[src/rtl/apb_pkg.sv]
// Shared encodings for the LSU-to-APB bridge: access sizes, FSM states and lane strobes.
package apb_pkg;

  localparam logic [1:0] SIZE_B   = 2'b00;
  localparam logic [1:0] SIZE_H   = 2'b01;
  localparam logic [1:0] SIZE_W   = 2'b10;
  localparam logic [1:0] SIZE_RSV = 2'b11;

  localparam logic [1:0] ST_IDLE   = 2'd0;
  localparam logic [1:0] ST_SETUP  = 2'd1;
  localparam logic [1:0] ST_ACCESS = 2'd2;

  localparam logic [3:0] STB_B = 4'b0001;
  localparam logic [3:0] STB_H = 4'b0011;
  localparam logic [3:0] STB_W = 4'b1111;

  // Strobes stay low-aligned; the SRAM slave applies the byte offset itself.
  function automatic logic [3:0] size_to_stb(input logic [1:0] size);
    case (size)
      SIZE_B:  return STB_B;
      SIZE_H:  return STB_H;
      default: return STB_W;
    endcase
  endfunction

endpackage

[src/rtl/apb_lsu_bridge_load_ext.sv]
// lsu_load_ext: sign/zero extension of low-aligned load data according to access size.
module lsu_load_ext
  import apb_pkg::*;
(
  input  logic [31:0] raw,
  input  logic [1:0]  size,
  input  logic        is_unsigned,
  output logic [31:0] ext
);

  always_comb begin
    ext = raw;
    case (size)
      SIZE_B:  ext = {{24{~is_unsigned & raw[7]}}, raw[7:0]};
      SIZE_H:  ext = {{16{~is_unsigned & raw[15]}}, raw[15:0]};
      default: ext = raw;
    endcase
  end

endmodule

[src/rtl/apb_lsu_bridge.sv]
// apb_lsu_bridge: single-outstanding LSU request to APB transfer bridge with load extension.
// Optional ACCESS-phase watchdog enabled by defining APB_BRIDGE_TIMEOUT_EN.
module apb_lsu_bridge
  import apb_pkg::*;
#(
  parameter int ADDR_WIDTH = 32,
  parameter int DATA_WIDTH = 32,
  parameter int TIMEOUT    = 255
) (
  input  logic                  pclk,
  input  logic                  prst,
  input  logic                  req_valid,
  output logic                  req_ready,
  input  logic [ADDR_WIDTH-1:0] req_addr,
  input  logic [DATA_WIDTH-1:0] req_wdata,
  input  logic                  req_write,
  input  logic [1:0]            req_size,
  input  logic                  req_unsigned,
  output logic                  resp_valid,
  output logic [DATA_WIDTH-1:0] resp_rdata,
  output logic                  resp_err,
  output logic [ADDR_WIDTH-1:0] paddr,
  output logic [DATA_WIDTH-1:0] pdata,
  input  logic [DATA_WIDTH-1:0] prdata,
  output logic                  psel,
  output logic                  penable,
  output logic                  pwrite,
  output logic [3:0]            pstb,
  input  logic                  pready,
  input  logic                  perr
);

  logic [1:0]            state_reg;
  logic [1:0]            size_reg;
  logic                  unsigned_reg;
  logic [DATA_WIDTH-1:0] load_ext;
  logic                  timeout_hit;

  assign req_ready = (state_reg == ST_IDLE) && !prst;

  lsu_load_ext u_load_ext (
    .raw         (prdata),
    .size        (size_reg),
    .is_unsigned (unsigned_reg),
    .ext         (load_ext)
  );

`ifdef APB_BRIDGE_TIMEOUT_EN
  localparam int CNT_W = ($clog2(TIMEOUT + 1) > 8) ? $clog2(TIMEOUT + 1) : 8;
  localparam logic [CNT_W-1:0] CNT_LAST = CNT_W'(TIMEOUT - 1);

  logic [CNT_W-1:0] timeout_cnt_reg;

  // Abort fires on the TIMEOUT-th ACCESS cycle that still has no pready.
  assign timeout_hit = (timeout_cnt_reg == CNT_LAST);

  always_ff @(posedge pclk) begin
    if (prst) begin
      timeout_cnt_reg <= '0;
    end else if (state_reg == ST_SETUP) begin
      timeout_cnt_reg <= '0;
    end else if (state_reg == ST_ACCESS && !pready) begin
      timeout_cnt_reg <= timeout_cnt_reg + 1'b1;
    end
  end
`else
  logic unused_timeout;
  assign unused_timeout = (TIMEOUT != 0);
  assign timeout_hit    = 1'b0;
`endif

  always_ff @(posedge pclk) begin
    if (prst) begin
      state_reg    <= ST_IDLE;
      size_reg     <= SIZE_B;
      unsigned_reg <= 1'b0;
      psel         <= 1'b0;
      penable      <= 1'b0;
      pwrite       <= 1'b0;
      paddr        <= '0;
      pdata        <= '0;
      pstb         <= '0;
      resp_valid   <= 1'b0;
      resp_rdata   <= '0;
      resp_err     <= 1'b0;
    end else begin
      resp_valid <= 1'b0;
      case (state_reg)
        ST_IDLE: begin
          if (req_valid) begin
            if (req_size == SIZE_RSV) begin
              // Reserved size never reaches the bus; it is answered directly from IDLE.
              resp_valid <= 1'b1;
              resp_err   <= 1'b1;
              resp_rdata <= '0;
            end else begin
              paddr        <= req_addr;
              pdata        <= req_wdata;
              pwrite       <= req_write;
              pstb         <= size_to_stb(req_size);
              size_reg     <= req_size;
              unsigned_reg <= req_unsigned;
              psel         <= 1'b1;
              penable      <= 1'b0;
              state_reg    <= ST_SETUP;
            end
          end
        end
        ST_SETUP: begin
          penable   <= 1'b1;
          state_reg <= ST_ACCESS;
        end
        ST_ACCESS: begin
          // pready takes priority over a simultaneous timeout.
          if (pready) begin
            psel       <= 1'b0;
            penable    <= 1'b0;
            state_reg  <= ST_IDLE;
            resp_valid <= 1'b1;
            resp_err   <= perr;
            resp_rdata <= pwrite ? '0 : load_ext;
          end else if (timeout_hit) begin
            psel       <= 1'b0;
            penable    <= 1'b0;
            state_reg  <= ST_IDLE;
            resp_valid <= 1'b1;
            resp_err   <= 1'b1;
            resp_rdata <= '0;
          end
        end
        default: state_reg <= ST_IDLE;
      endcase
    end
  end

endmodule
[config.mk]
export PLATFORM = sky130hd
export DESIGN_NAME = apb_lsu_bridge
export DESIGN_NICKNAME = d
export VERILOG_FILES = /design/src/rtl/apb_pkg.sv /design/src/rtl/apb_lsu_bridge_load_ext.sv /design/src/rtl/apb_lsu_bridge.sv
export SDC_FILE = /design/constraint.sdc
export NUM_CORES = 1
export LEC_CHECK = 0
export CORE_MARGIN = 2
export CORE_UTILIZATION = 43
export CTS_CLUSTER_DIAMETER = 150
export DETAILED_ROUTE_END_ITERATION = 7
export PLACE_DENSITY = 0.93
export SLEW_MARGIN = 10
export SYNTH_ARGS = -nofsm -noshare
export SYNTH_HDL_FRONTEND = slang
export SYNTH_HIERARCHICAL = 1
export SYNTH_SLANG_ARGS = --single-unit
export TNS_END_PERCENT = 5
[constraint.sdc]
create_clock -name pclk -period 4.6 [get_ports pclk]
set_input_delay 0.46 -clock pclk [delete_from_list [all_inputs] [get_ports pclk]]
set_output_delay 0.46 -clock pclk [all_outputs]
set_load 0.02 [all_outputs]
# Word-level counts from Yosys, hierarchy flattened
# Index checks and enable logic that the tools add are counted.
# word_totals
reg_bits	110
output_inout_bits	106
# op_classes
n_reduce_logical	12
n_bitwise	4
muxes	26
eq_ne	9
# op_table
op	count
2-to-1 mux 32 bit	4
case mux 32 bit (2 select lines)	2
AND reduction 4 bit	3
2-to-1 mux 1 bit	11
case mux 4 bit (2 select lines)	1
== test 2 x 1 -> 1 bit (second input constant)	3
logical NOT 2 bit	3
2-to-1 mux 2 bit	3
!= test 2 bit (second input constant)	3
case mux 1 bit (2 select lines)	3
case mux 2 bit (3 select lines)	1
AND reduction 3 bit	2
== test 2 bit (second input constant)	2
case mux 1 bit (3 select lines)	1
nonzero test 3 bit	1
AND 1 bit	2
!= test 2 x 1 -> 1 bit (second input constant)	1
NOT 1 bit	2
nonzero test 2 bit	1
logical AND 1 bit	1
logical NOT 1 bit	1

# Depth between registers and ports, before layout
# Gate-level depths: netlist of run 1.
# depth
ltp_word	6
ltp_mapped	7
ltp_nobuf	3

# Modules after synthesis
# Netlist of run 1, hierarchy kept.
# modules_own_cells
mod	seq_area_each_um2	area_per_inst_um2	cells_per_inst	n_inst
apb_lsu_bridge	2182.1	3912.5	426	1
lsu_load_ext	0.0	355.3	67	1

# Worst setup path before layout of run 1
# No wires, ideal clock.
# synth_path
path_kind	input port to flip-flop
start	input req_valid
end	register resp_rdata[0]
required_ps	4483
arrival_time_ps	1514
path_buffers	2
setup_ps	117
setup_slack_ps	2969
path_stages	5
path_cell_list	or3b_1 > buf_2 > o211a_4 > buf_6 > a22o_1
# synth_between
elab_chain_len	2
# synth_rtl
item	line	text
from (decl)	apb_lsu_bridge.sv:12	input logic req_valid,
!= test 2 bit (no source line)	--	
AND reduction 4 bit (no source line)	--	
to (signal assigned)	apb_lsu_bridge.sv:121	resp_rdata <= pwrite ? '0 : load_ext;
to (decl)	apb_lsu_bridge.sv:20	output logic [DATA_WIDTH-1:0] resp_rdata,
# No other way between the ends.
# A chain may end at the register's enable or synchronous reset.

# Worst setup path after layout of run 1
# layout_path
start	input req_valid
end	register paddr[30]
# layout_between
elab_chain_len	1
# layout_rtl
item	line	text
AND reduction 3 bit (no source line)	--	
to (signal assigned)	apb_lsu_bridge.sv:97	paddr <= req_addr;
to (decl)	apb_lsu_bridge.sv:22	output logic [ADDR_WIDTH-1:0] paddr,
# No other way between the ends.

==> flow_summary.rst, run 1 <==
.. list-table::
   :header-rows: 1

   * - Metric
     - Value
   * - Non-filler cells in the finished layout
     - 793
   * - Unique masters post-synth
     - 32
   * - R2R Setup Slk
     - between 2 and 2.5 ns
   * - Wire length reported by the detailed router
     - roughly 13,000 µm
   * - Highest-count cells in the layout ignoring fill and taps
     - 209 x clkdlybuf4s50_1, 109 x dfxtp_1, 73 x o21ai_0
   * - IR drop worst, VDD
     - approximately 0.00018 V
   * - Quantity of gates resized following cts
     - 0
   * - Number of CTS-inserted buffers
     - 9
   * - Total die area
     - ~11,000 µm²
   * - Part of the total power dissipated in sequential elements
     - 50.3%
   * - Fraction of the yosys area taken by sequential cells
     - 51.1%
   * - Final Wtd Congestion
     - 0.827
   * - Clock buffer depth
     - 2
   * - Post-route setup TNS
     - 0 ns
   * - Detailed placement HPWL
     - 9250 µm
   * - FILL cells
     - roughly 740
   * - Area of the core
     - 9680 µm²
   * - Source-to-sink clock delay at the later pin of the worst-skew pair
     - about 0.37 ns
   * - Post-detailed-route wirelength per cell
     - 16.8 µm
   * - Via count of the first global-routing pass
     - 4,283
   * - Registers with the most flip-flops
     - paddr (32), pdata (32), resp_rdata (32)
   * - Reg clk slew, reported paths
     - 0.10 ns
   * - Final count of hold timing violations
     - 0
   * - Relative max-transition margin
     - approximately 25%
   * - Class of the tightest hold or removal check
     - reg2reg
   * - Relative area change from synthesis to final layout
     - 51.2%
   * - Total global-route track usage
     - 24.4%
   * - Total I/O pin count
     - between 200 and 250
   * - Pin count of the biggest net entering global routing
     - 77
   * - Met1 layer usage reported by global route
     - 29.2%
   * - Max cap viols
     - 0
   * - Width of the die
     - 104 µm
   * - Quantity of hold-fixing buffers added after cts
     - 0
   * - Worst setup SP type
     - primary input
   * - Result of the run
     - finished, final reports clean
   * - Post-Synthesis Cell Area
     - roughly 4300 µm²
   * - TritonCTS clock tree
     - built
   * - Final setup violation count
     - 0
   * - Count of final max-slew check failures
     - 0
   * - Initial DRC Count
     - roughly 280
   * - Skew final
     - around 0.0099 ns
   * - Total design power
     - 2.03 mW
   * - Part of the power in the clock network
     - 29.4%
   * - Data arrival time of the critical path
     - 2.67 ns
   * - Most common cell after layout, fill and taps aside
     - clkdlybuf4s50_1
   * - Yosys warning count
     - 6
   * - Syn Area/Cell
     - 8.66 µm²
   * - Final design utilization
     - 66.6%
   * - Clock H-tree levels
     - 3
   * - Actual transition at the worst max-transition pin
     - 1.12 ns
   * - Number of iterations in the first detailed-routing pass
     - 6
   * - Post-synth net total
     - 598
   * - Initial standard-cell utilization of the core
     - 44.1%
   * - Buffer count from post-CTS setup fixing
     - 0
   * - Met3 usage in global routing
     - 7.68%
   * - Clock sink count
     - ~110
   * - Switching Power
     - between 500 and 600 µW
   * - Final critical-path required period
     - between 2 and 2.5 ns
   * - Vias after detailed routing
     - 4,412
   * - Ratio of total power to cell area
     - ~310 nW/µm²
   * - Worst slack on hold paths
     - 0.479 ns
   * - DRT antenna net count
     - 0
   * - Required time worst endpoint
     - roughly 4.9 ns
   * - Peak Freq
     - 0.421 GHz
   * - Synthesized instance count
     - 493
   * - Number of placed instances with taps included
     - 778
   * - Share of final-layout standard cells stronger than drive strength 1
     - ~4.2%
   * - Total global routing overflow
     - 0
   * - Global-route wire length before repair
     - about 22,000 µm
   * - Static Leakage
     - 2.28 nW
   * - Master cell of the clock root buffer
     - clkbuf_8
   * - Ant diodes
     - 0
   * - GRT met2 Usage
     - between 40% and 50%
   * - Number of vias per cell after detailed routing
     - 5.56
   * - Most Used Layer, Global Route
     - met2
   * - Die height
     - around 100 µm
   * - Post-route clock period utilization
     - about 52%
   * - Switching power as a share of total power
     - between 20% and 30%
   * - Internal power
     - 1.47 mW
   * - Final Net Count
     - 761
   * - Drt drc
     - 0
   * - Core Rows
     - 36
   * - Unrepaired setup endpoints after global routing
     - no
   * - Number of port buffers
     - 210
   * - Count of state elements after synthesis
     - between 100 and 150
   * - Critical path peak fanout
     - 47
   * - Combinational share of power
     - 20.3%
   * - Kind of critical path
     - in2reg
   * - Antenna violations before repair
     - 0
   * - Worst Setup End Kind
     - flop
==> synthesized netlist by cell type (all sizes together) <==
cell,count,area (µm²)
dfxtp,109,2180
o21ai,95,475
a21oi,68,340
nand3,67,335
clkbuf,36,136
a22o,32,280
nand2,28,105
buf,26,190
nor2,6,22.5
inv,4,15.0
nor3,4,20.0
a22oi,2,15.0
mux2i,2,23.8
o21a,2,15.0
a211oi,1,7.51
a21bo,1,10.0
a221oi,1,8.76
and2,1,6.26
nand3b,1,7.51
nand4,1,6.26
nor2b,1,6.26
nor3b,1,12.5
o211a,1,17.5
or2,1,6.26
or3b,1,8.76
or4b,1,13.8
==> power by group through the flow <==
stage	clock network (mW)	logic, mW	registers (mW)
after CTS	0.606	0.411	1.02
after global routing	0.642	0.443	1.03
after global placement	0	0.398	1.04
after floorplan	0	0.162	1.09
final	0.596	0.413	1.02
after detailed placement	0	0.409	1.04
==> area by class of cell <==
class                      count  area (µm²)  area share, %
clock buffer                  12         155           2.40
clock inverter                 3        43.8          0.679
inverter                       4        15.0          0.233
multi-input combinational    318        1760           27.3
sequential                   109        2180           33.8
tap                          133         166           2.58
timing repair buffer         214        2130           33.0
==> metal layers <==
layer	up-vias	routed length (µm)
li1	2070	-
met1	2096	5080
met2	228	6720
met3	18	1250
met4	0	253
met5	-	0
==> logic make-up (layout without fill, tap and decap cells) <==
group                  count (synthesis)  count (layout)  share of synthesized area (%)
AOI/OAI and AO/OA                    203             203                           27.4
and+or+nand+nor                      113             113                           12.9
DFF                                  109             109                           51.1
buffers and inverters                 66             233                           8.00
muxes                                  2               2                          0.557
==> stage by stage <==
stage / setup WS, ns / area, µm²
5_1_grt: 2.02 / 6450
4_1_cts: 2.14 / 6450
6_report: 2.22 / 6450
3_3_place_gp: 1.80 / 6250
2_1_floorplan: 2.97 / 4270
3_5_place_dp: 1.75 / 6250
==> worst max-delay path, stage by stage <==
cell and delay (ns):
clkdlybuf4s50_1 0.50, nor3b_4 0.78, buf_4 0.55, nand3_1 0.16, a21oi_1 0.20
==> worst paths after layout <==
kind / from / end / cells after the start
worst min register to register: pdata[23]$_SDFFE_PP0P_ / pdata[23]$_SDFFE_PP0P_ / 2
worst max-delay path: req_valid / paddr[30]$_SDFFE_PP0P_ / 5
worst min-delay path: pdata[23]$_SDFFE_PP0P_ / pdata[23]$_SDFFE_PP0P_ / 2
worst max register to register: state_reg[1]$_SDFFE_PP0P_ / paddr[30]$_SDFFE_PP0P_ / 4
No activity file was read; power rests on OpenSTA's default activity.
==> inputs of run 2 (changes only) <==
Settings changed: CORE_UTILIZATION 43 to 36, PLACE_DENSITY 0.93 to 0.84.
Clock period 4.6 ns to 1.95 ns, I/O delays scaled along.
==> run 2 against run 1 <==
  * The run now ends with DRC left
  * Register-to-register slack worse by 2.1 ns
  * Total power grew to 2.7 times the previous value
  * Critical path depth stayed put
  * Worst hold slack worse by 0.15 ns
  * Count of clock-buffer cells in the layout is 1 lower
  * Non-clock buffer count is 11 higher
  * Sequential power is 130% higher
  * Critical endpoint is now paddr[3]$_SDFFE_PP0P_
  * Largest cell class is now buffers
==> flow_summary.rst, run 2 (synthesis gave the netlist of run 1 again) <==
.. list-table::
   :header-rows: 1

   * - Metric
     - Value
   * - Final Net Count
     - 772 (+1.4%)
   * - Actual transition at the worst max-transition pin
     - 0.521 ns (-0.602 ns)
   * - Area of the core
     - 11,500 µm² (+19%)
   * - Cell chain of the critical path
     - clkdlybuf4s50_1, or3b_2, buf_4, o21ai_0, a21oi_1
   * - Final design utilization
     - 58.5% (-8.2 points)
   * - Final count of hold timing violations
     - 0 (unchanged)
   * - Ratio of total power to cell area
     - 806 nW/µm² (+160%)
   * - Source-to-sink clock delay at the later pin of the worst-skew pair
     - 0.34 ns (-0.03 ns)
   * - Core Rows
     - 39 (+8.3%)
   * - Relative area change from synthesis to final layout
     - 57.7%
   * - Max cap viols
     - 0 (unchanged)
   * - Reg clk slew, reported paths
     - 0.07 ns (-0.03 ns)
   * - DRT antenna net count
     - 0 (unchanged)
   * - Critical path's largest stage delay
     - 0.50 ns (-0.28 ns)
   * - Post-detailed-route wirelength per cell
     - 16.2 µm (-3.5%)
   * - Wire length reported by the detailed router
     - 13,200 µm (-0.80%)
   * - Beginning of the worst register-to-register path
     - state_reg[1]$_SDFFE_PP0P_
   * - Share of final-layout standard cells stronger than drive strength 1
     - 6.10% (+1.9 points)
   * - Required time worst endpoint
     - 2.15 ns (-2.74 ns)
   * - Buffer count from post-CTS setup fixing
     - 0 (unchanged)
   * - Via count of the first global-routing pass
     - 4,370 (+2.0%)
   * - Unrepaired setup endpoints after global routing
     - no
   * - Antenna violations before repair
     - 0 (unchanged)
   * - Final setup violation count
     - 0 (unchanged)
   * - Critical path peak fanout
     - 45 (-4.3%)
   * - Post-route setup TNS
     - 0 ns (unchanged)
   * - Class of the tightest hold or removal check
     - in2reg
   * - Total design power
     - 5.42 mW (+170%)
   * - Cell at the slowest stage of the critical path
     - or3b_2
   * - Pin count of the biggest net entering global routing
     - 70 (-9.1%)
   * - Registers with the most flip-flops
     - paddr (32), pdata (32), resp_rdata (32)
   * - Initial standard-cell utilization of the core
     - 37.1% (-7.0 points)
   * - Number of iterations in the first detailed-routing pass
     - 8 (+2)
   * - Vias after detailed routing
     - 4,354 (-1.3%)
   * - Peak Freq
     - roughly 0.6 GHz
   * - Kind of critical path
     - in2reg
   * - Count of final max-slew check failures
     - 0 (unchanged)
   * - Most common cell after layout, fill and taps aside
     - clkdlybuf4s50_1
   * - TritonCTS clock tree
     - built
   * - Initial DRC Count
     - 486 (+72%)
   * - Worst slack on hold paths
     - 0.331 ns (-0.148 ns)
   * - Worst slack at placement
     - -0.0474 ns (-1.79 ns)
   * - Global-route wire length before repair
     - 21,200 µm (-1.6%)
   * - Ant diodes
     - 0 (unchanged)
   * - Skew final
     - 0.00619 ns (-0.00367 ns)
   * - Number of vias per cell after detailed routing
     - 5.34 (-4.0%)
   * - Detailed placement HPWL
     - 9340 µm (+1.1%)
   * - Highest-count cells in the layout ignoring fill and taps
     - 208 x clkdlybuf4s50_1, 109 x dfxtp_1, 73 x o21ai_0
   * - Die height
     - 113 µm (+8.9%)
   * - Result of the run
     - finished with violations
   * - Final critical-path required period
     - approximately 1.7 ns
   * - Final Wtd Congestion
     - 0.759 (-8.2%)
   * - Width of the die
     - 113 µm (+8.9%)
   * - Number of port buffers
     - 210 (unchanged)
   * - Post-route clock period utilization
     - 85.3%
   * - Total I/O pin count
     - 211 (unchanged)
   * - Final worst-path setup slack
     - 0.287 ns (-1.94 ns)
   * - Total global routing overflow
     - 0 (unchanged)
   * - Total global-route track usage
     - 20.4% (-4.0 points)
   * - Data arrival time of the critical path
     - 1.87 ns (-0.80 ns)
   * - Number of CTS-inserted buffers
     - 9 (unchanged)
   * - Drt drc
     - 17 (+17)
   * - Clock buffer depth
     - 2 (unchanged)
   * - R2R Setup Slk
     - 0.30 ns (-2.08 ns)
   * - Worst setup SP type
     - primary input
   * - Worst Setup End Kind
     - flop
   * - Startpoint of the most critical setup path
     - req_valid
   * - Relative max-transition margin
     - 65.3% (+40 points)
   * - Static Leakage
     - 2.42 nW (+6.1%)
   * - Clock sink count
     - 109 (unchanged)
   * - Clock H-tree levels
     - 3 (unchanged)
   * - Master cell of the clock root buffer
     - clkbuf_16
   * - Total die area
     - 12,700 µm² (+19%)
   * - IR drop worst, VDD
     - 0.000373 V (+100%)
   * - Launch point of the worst hold path
     - prst
   * - Number of buffer and inverter stages on the critical path
     - 2 (unchanged)
   * - Cell family contributing the most delay on the critical path
     - buffers and inverters
   * - Violations in the final reports
     - DRC
[run 2: cell count changes in the layout (fill, tap and decap cells not counted), moves of 4 or more]
cell / delta
clkbuf_16: +9
clkbuf_8: -9
buf_12: +4
buf_4: +7
[run 2: repair_timing]
action | CTS | global route
setup endpoints to repair | 0 | 1
endpoints found under the hold margin | 0 | 0
hold buffers | 0 | 0
resized for setup | 0 | 1
[run 2: layout make-up]
class	instances	area [µm²]
Sequential cell	109	2180
Multi-Input combinational cell	318	1760
Clock inverter	5	81.3
Tap cell	143	179
Timing Repair Buffer	225	2260
Clock buffer	11	253
Inverter	4	15.0
Fill cell	994	4780
[run 2: per-stage QoR]
stage                     instances  instance area, µm²
after floorplan                 493                4270
after global placement          799                6390
after detailed placement        799                6390
after CTS                       815                6730
after global routing            815                6730
final                           815                6730
[run 2: worst reg2reg max path, cell delays in order, from the launching register on]
cell	delay, ns
dfxtp_1	0.31
or3b_2	0.51
buf_4	0.28
o21ai_0	0.30
a21oi_1	0.11
[run 2: metal layers]
metal  vias to the layer above  global-route usage, %  wire length (µm)
met5                         -                      0                 0
met4                         0                   7.40               214
met3                        17                   7.12              1290
met2                       180                   34.1              6300
met1                      2058                   24.5              5390
li1                       2099                      -                 -
[run 2: power by group]
part / internal [mW] / switching [mW]
combinational: 0.503 / 0.510
clock: 1.20 / 0.817
sequential: 2.33 / 0.0593
total: 4.04 / 1.39
[run 2: final timing paths]
path,to,cells past startpoint
min reg2reg,resp_err$_SDFFE_PP0P_,2
max,paddr[3]$_SDFFE_PP0P_,5
max reg2reg,paddr[3]$_SDFFE_PP0P_,4
min,pdata[4]$_SDFFE_PP0P_,3
==> inputs of run 3 (changes only) <==
Settings changed: CTS_CLUSTER_SIZE set to 20.
==> results of run 3 <==
Same layout as run 2: the final DEF is identical, and so are final timing and power.
==> variant 1 (flow settings as in run 3) <==
The parameter `ADDR_WIDTH` goes from 32 to 24.
--- a/src/rtl/apb_lsu_bridge.sv
+++ b/src/rtl/apb_lsu_bridge.sv
@@ -4,5 +4,5 @@
   import apb_pkg::*;
 #(
-  parameter int ADDR_WIDTH = 32,
+  parameter int ADDR_WIDTH = 24,
   parameter int DATA_WIDTH = 32,
   parameter int TIMEOUT    = 255
Ports: changed (resized paddr and req_addr); port bits go from 211 to 195. No check against the original RTL was run, so the function may have changed too.
==> variant 1 against run 3 <==
Total power down 20%; setup slack better by 0.056 ns; synthesized area down 7.0%; cell area down 9.1%; global-route usage down 0.52 points; sequential power down 8%; wire length down 8.9%; fmax up 3.5%; sequential cell count down 8; combinational power down 8%; register-to-register slack better by 0.04 ns; via count down 7.6%; clock skew down 0.0025 ns; critical endpoint is now resp_rdata[16]$_SDFFE_PP0P_; largest power group unchanged.
==> variant 1: results (changes against run 3) <==
* LEAKAGE: 2.196 nW (was 2.419 nW)
* Post-CTS clock slew at the launch and capture registers of the worst setup and hold paths: 0.09 ns (was 0.07 ns)
- Detailed-router iteration count before antenna repair: 5 (was 8)
- Largest voltage drop on the vdd net: 0.3272 mV (was 0.3732 mV)
- Number of nets in the final layout: 719 (was 772)
- Cell family with the largest share of critical-path delay: compound AO/OA/AOI/OAI gates (was buffers and inverters)
- The HPWL after detailed placement is 8.715 mm (was 9.345 mm).
- Largest net degree at the start of global routing: 42 (was 70)
- Total routing resource utilization after global routing: 19.92% (was 20.44%)
* Post-cts gate resize count: 0 (unchanged)
* Portion of the post-synthesis area used by sequential elements: 50.93% (was 51.13%)
- Registers with the most flip-flops: pdata x32, resp_rdata x32, paddr x24 (was paddr x32, pdata x32, resp_rdata x32)
- GPL Wtd Cong: 0.7892 (was 0.7587)
- The relative slew slack is 69.88% (was 65.28%).
- Via total after detailed routing: 4022 (was 4354)
- Cells taking the most area after synthesis: sky130_fd_sc_hd__dfxtp_1, sky130_fd_sc_hd__o21ai_0, sky130_fd_sc_hd__a21oi_1 (unchanged)
* Post-place instance area: 0.005948 mm2 (was 0.006395 mm2)
- Maximum fanout along the worst path: 32 (was 45)
- Run status: completed (was complete, but fails checks)
* Fill cell total of the finished layout: 922 (was 994)
* Number of different library cells in the post-synthesis netlist: 30 (was 32)
* GR Layer Usage met3: 4.543% (was 7.124%)
- The met2 usage is 33.01% (was 34.06%).
- The iteration-0 DRC count of the detailed router came to 258 (was 486).
- Fraction of layout instances using a drive strength above 1: 6.539% (was 6.101%)
- The arrival time at the worst endpoint came to 1.85 ns (was 1.87 ns).
- Grt met1 use: 24.64% (was 24.54%)
- Via count of the first global-routing pass: 3842 (was 4370)
- Clock skew after layout: 0.003724 ns (was 0.006194 ns)
* Input/output buffers: 194 (was 210)
- Commonest cells post-synth: sky130_fd_sc_hd__dfxtp_1, sky130_fd_sc_hd__o21ai_0, sky130_fd_sc_hd__a21oi_1, sky130_fd_sc_hd__nand3_1, sky130_fd_sc_hd__clkbuf_1 (unchanged).
* Syn_nets: 554 (was 598)
- The global-route wire length before repair was 18.70 mm (was 21.22 mm).
* Buffer cell driving the clock tree root: sky130_fd_sc_hd__clkbuf_8 (was sky130_fd_sc_hd__clkbuf_16)
* Final routed wire length divided by cell count: 15.68 um (was 16.19 um)
- The pre-CTS setup slack came to 0.01425 ns (was -0.04740 ns).
-- variant 1: path summary, 6_finish.rpt --
check / depth (start not counted) / startpoint / end / slack [ns]
min: 2 / prst / state_reg[0]$_SDFFE_PP0P_ / 0.08
min reg2reg: 1 / pstb[0]$_SDFFE_PP0P_ / pstb[0]$_SDFFE_PP0P_ / 0.47
max: 3 / state_reg[1]$_SDFFE_PP0P_ / resp_rdata[16]$_SDFFE_PP0P_ / 0.34
max reg2reg: 3 / state_reg[1]$_SDFFE_PP0P_ / resp_rdata[16]$_SDFFE_PP0P_ / 0.34
-- variant 1: per-layer routing --
metal	vias up	wire, um	share of wire (%)
li1	1949	-	-
met1	1872	4987	41
met2	180	5756	48
met3	21	1047	8.7
met4	0	236	2.0
met5	-	0	0
-- variant 1: through the flow --
step | total power [W] | utilization [%] | cells
finish | 0.004315 | 56.71 | 767
global route | 0.004550 | 56.71 | 767
CTS | 0.004364 | 56.69 | 767
detailed placement | 0.003189 | 55.11 | 751
global placement | 0.003166 | 55.11 | 751
floorplan | 0.002718 | - | 457
-- variant 1: cell type report --
type	count	area share, %
Sequential cell	101	33.03
Clock buffer	13	2.433
Inverter	4	0.2453
Tap cell	140	2.862
Clock inverter	3	0.3475
Timing Repair Buffer	212	34.30
Multi-Input combinational cell	294	26.78
-- variant 1: cells by family after synthesis --
group / after synthesis / share of synthesized area [%]
AO/OA/AOI/OAI: 187 / 27.45
multiplexers: 2 / 0.5987
buffers and inverters: 62 / 8.162
AND/OR/NAND/NOR: 105 / 12.86
flip-flops: 101 / 50.93
-- variant 1: report_power, final --
part | switching, W | leakage [nW] | total (W) | internal [W]
clock network | 0.000671 | 0.0836 | 0.00117 | 0.000502
logic | 0.000465 | 1.29 | 0.000928 | 0.000462
registers | 0.0000539 | 0.824 | 0.00221 | 0.00216
total | 0.00119 | 2.20 | 0.00431 | 0.00312
==> variant 2 (config.mk and constraints of run 3) <==
Without the edit above. Put one more register stage on the output `resp_err`, with the module's reset. The value now appears one clock later. The other outputs are not delayed to match.
--- a/src/rtl/apb_lsu_bridge.sv
+++ b/src/rtl/apb_lsu_bridge.sv
@@ -30,4 +30,6 @@
   input  logic                  perr
 );
+
+  logic resp_err_s0;
 
   logic [1:0]            state_reg;
@@ -83,5 +85,5 @@
       resp_valid   <= 1'b0;
       resp_rdata   <= '0;
-      resp_err     <= 1'b0;
+      resp_err_s0  <= 1'b0;
     end else begin
       resp_valid <= 1'b0;
@@ -92,5 +94,5 @@
               // Reserved size never reaches the bus; it is answered directly from IDLE.
               resp_valid <= 1'b1;
-              resp_err   <= 1'b1;
+              resp_err_s0 <= 1'b1;
               resp_rdata <= '0;
             end else begin
@@ -118,5 +120,5 @@
             state_reg  <= ST_IDLE;
             resp_valid <= 1'b1;
-            resp_err   <= perr;
+            resp_err_s0 <= perr;
             resp_rdata <= pwrite ? '0 : load_ext;
           end else if (timeout_hit) begin
@@ -125,5 +127,5 @@
             state_reg  <= ST_IDLE;
             resp_valid <= 1'b1;
-            resp_err   <= 1'b1;
+            resp_err_s0 <= 1'b1;
             resp_rdata <= '0;
           end
@@ -134,3 +136,11 @@
   end
 
+  always_ff @(posedge pclk) begin
+    if (prst) begin
+      resp_err <= '0;
+    end else begin
+      resp_err <= resp_err_s0;
+    end
+  end
+
 endmodule
Function: changed (Yosys sat finds a counterexample within 4 cycles, from zero or initial values and one cycle with prst high).
==> variant 2 against run 3 <==
Non-clock buffer count did not move; highest routed layer unchanged; cell area rose by 4.1%; fmax shrank 7.8%; largest power group unchanged; sequential cell count grew 1; total power down 1.5%; wire length grew 13%; synthesized area grew 8.3%; setup slack worse by 0.14 ns; sequential share of layout area shrank 0.97 points.
==> variant 2: results (changes against run 3) <==
* Slowest CP cell: sky130_fd_sc_hd__clkdlybuf4s50_1 (was sky130_fd_sc_hd__or3b_2)
* Half-perimeter wire length after detailed placement: 10.01 mm (was 9.345 mm)
- Worst Setup Slack post-DPL: 0.1628 ns (was -0.04740 ns)
* Mean Syn Cell Area: 9.080 um2 (was 8.657 um2)
- LEAKAGE: 2.508 nW (was 2.419 nW)
* FF-to-FF Start: state_reg[0]$_SDFFE_PP0P_ (was state_reg[1]$_SDFFE_PP0P_)
- Run status: completed (was complete, but fails checks)
- The via density per instance is 5.754 (was 5.342).
* R2r worst-path depth: 5 (was 4)
* GPL Wtd Cong: 0.7984 (was 0.7587)
- Number of different library cells in the post-synthesis netlist: 36 (was 32)
- Reg-to-Reg End: psel$_SDFFE_PP0P_ (was paddr[3]$_SDFFE_PP0P_)
* Post-place instance area: 0.006716 mm2 (was 0.006395 mm2)
- Clock skew after layout: 0.004652 ns (was 0.006194 ns)
* Async set-reset flop share out of synthesis: 0% (unchanged)
- The synthesized net count came to 614 (was 598).
* Path class of the lowest-slack min-delay path: in2reg (unchanged)
- Fraction of layout instances using a drive strength above 1: 6.110% (was 6.101%)
* First-iteration detailed-routing DRC count: 434 (was 486)
- The worst-case hold slack came to 0.2906 ns (was 0.3309 ns).
- Post-route core utilization: 55.75% (was 58.45%)
- The placed instance count was 828 (was 799).
* Cells taking the most area after synthesis: sky130_fd_sc_hd__dfxtp_1, sky130_fd_sc_hd__o31ai_1, sky130_fd_sc_hd__nand4_1 (was sky130_fd_sc_hd__dfxtp_1, sky130_fd_sc_hd__o21ai_0, sky130_fd_sc_hd__a21oi_1)
* Total routing resource utilization after global routing: 21.12% (was 20.44%)
- Number of antenna cells inserted: 0 (unchanged)
- The actual slew at the worst max-slew pin came to 0.5545 ns (was 0.5208 ns).
- Fill cell total of the finished layout: 1097 (was 994)
- The routed length per instance was 17.67 um (was 16.19 um).
- The number of instances on the worst hold path came to 4 (was 3).
* Maximum fanout along the worst path: 14 (was 45)
- The maximum cell stage delay along the critical path was 0.66 ns (was 0.50 ns).
* Wire length of the first global-routing pass: 23.99 mm (was 21.22 mm)
- End of the worst hold path: penable$_SDFFE_PP0P_ (was pdata[4]$_SDFFE_PP0P_)
- The via count of the first global-routing pass came to 4691 (was 4370).
## variant 2: cells by family (layout without fill, tap and decap cells)
logic type | Yosys count | count (layout) | synth area share [%]
AOI/OAI and AO/OA | 202 | 202 | 28.89
buffers and inverters | 81 | 243 | 8.879
DFF | 110 | 110 | 47.64
muxes | 1 | 1 | 0.2977
and+or+nand+nor | 115 | 115 | 14.29
## variant 2: how the worst max path moves through the flow
stage          cells past startpoint                      start                          end
6_report                           2  state_reg[0]$_SDFFE_PP0P_                    req_ready
2_1_floorplan                      5  state_reg[1]$_SDFFE_PP0P_   resp_rdata[0]$_SDFFE_PP0P_
5_1_grt                            2  state_reg[0]$_SDFFE_PP0P_                    req_ready
3_5_place_dp                       4                req_size[0]   resp_rdata[6]$_SDFFE_PP0P_
3_3_place_gp                       4                req_size[0]  resp_rdata[20]$_SDFFE_PP0P_
4_1_cts                            2  state_reg[0]$_SDFFE_PP0P_                    req_ready
## variant 2: cell type report
cell class              instances  area share (%)
clock buffers                  12           3.518
clock inverters                 3          0.6250
inverters                       3          0.1607
multi-input cells             318           28.93
flip-flops and latches        110           31.45
well taps                     172           3.071
repair buffers                225           32.25
## variant 2: routing by layer
metal / share of wire, % / vias up / wire length [um] / global-route usage, %
met5: 0 / - / 0 / 0
met4: 2.0 / 0 / 291 / 7.907
met3: 7.7 / 26 / 1151 / 5.447
met2: 48 / 242 / 7216 / 35.27
met1: 42 / 2333 / 6237 / 26.22
li1: - / 2250 / - / -
## variant 2: where the power goes
group | total [W] | switching [W] | internal [W]
logic | 0.00107 | 0.000554 | 0.000515
registers | 0.00243 | 0.0000743 | 0.00236
clock network | 0.00184 | 0.000812 | 0.00103
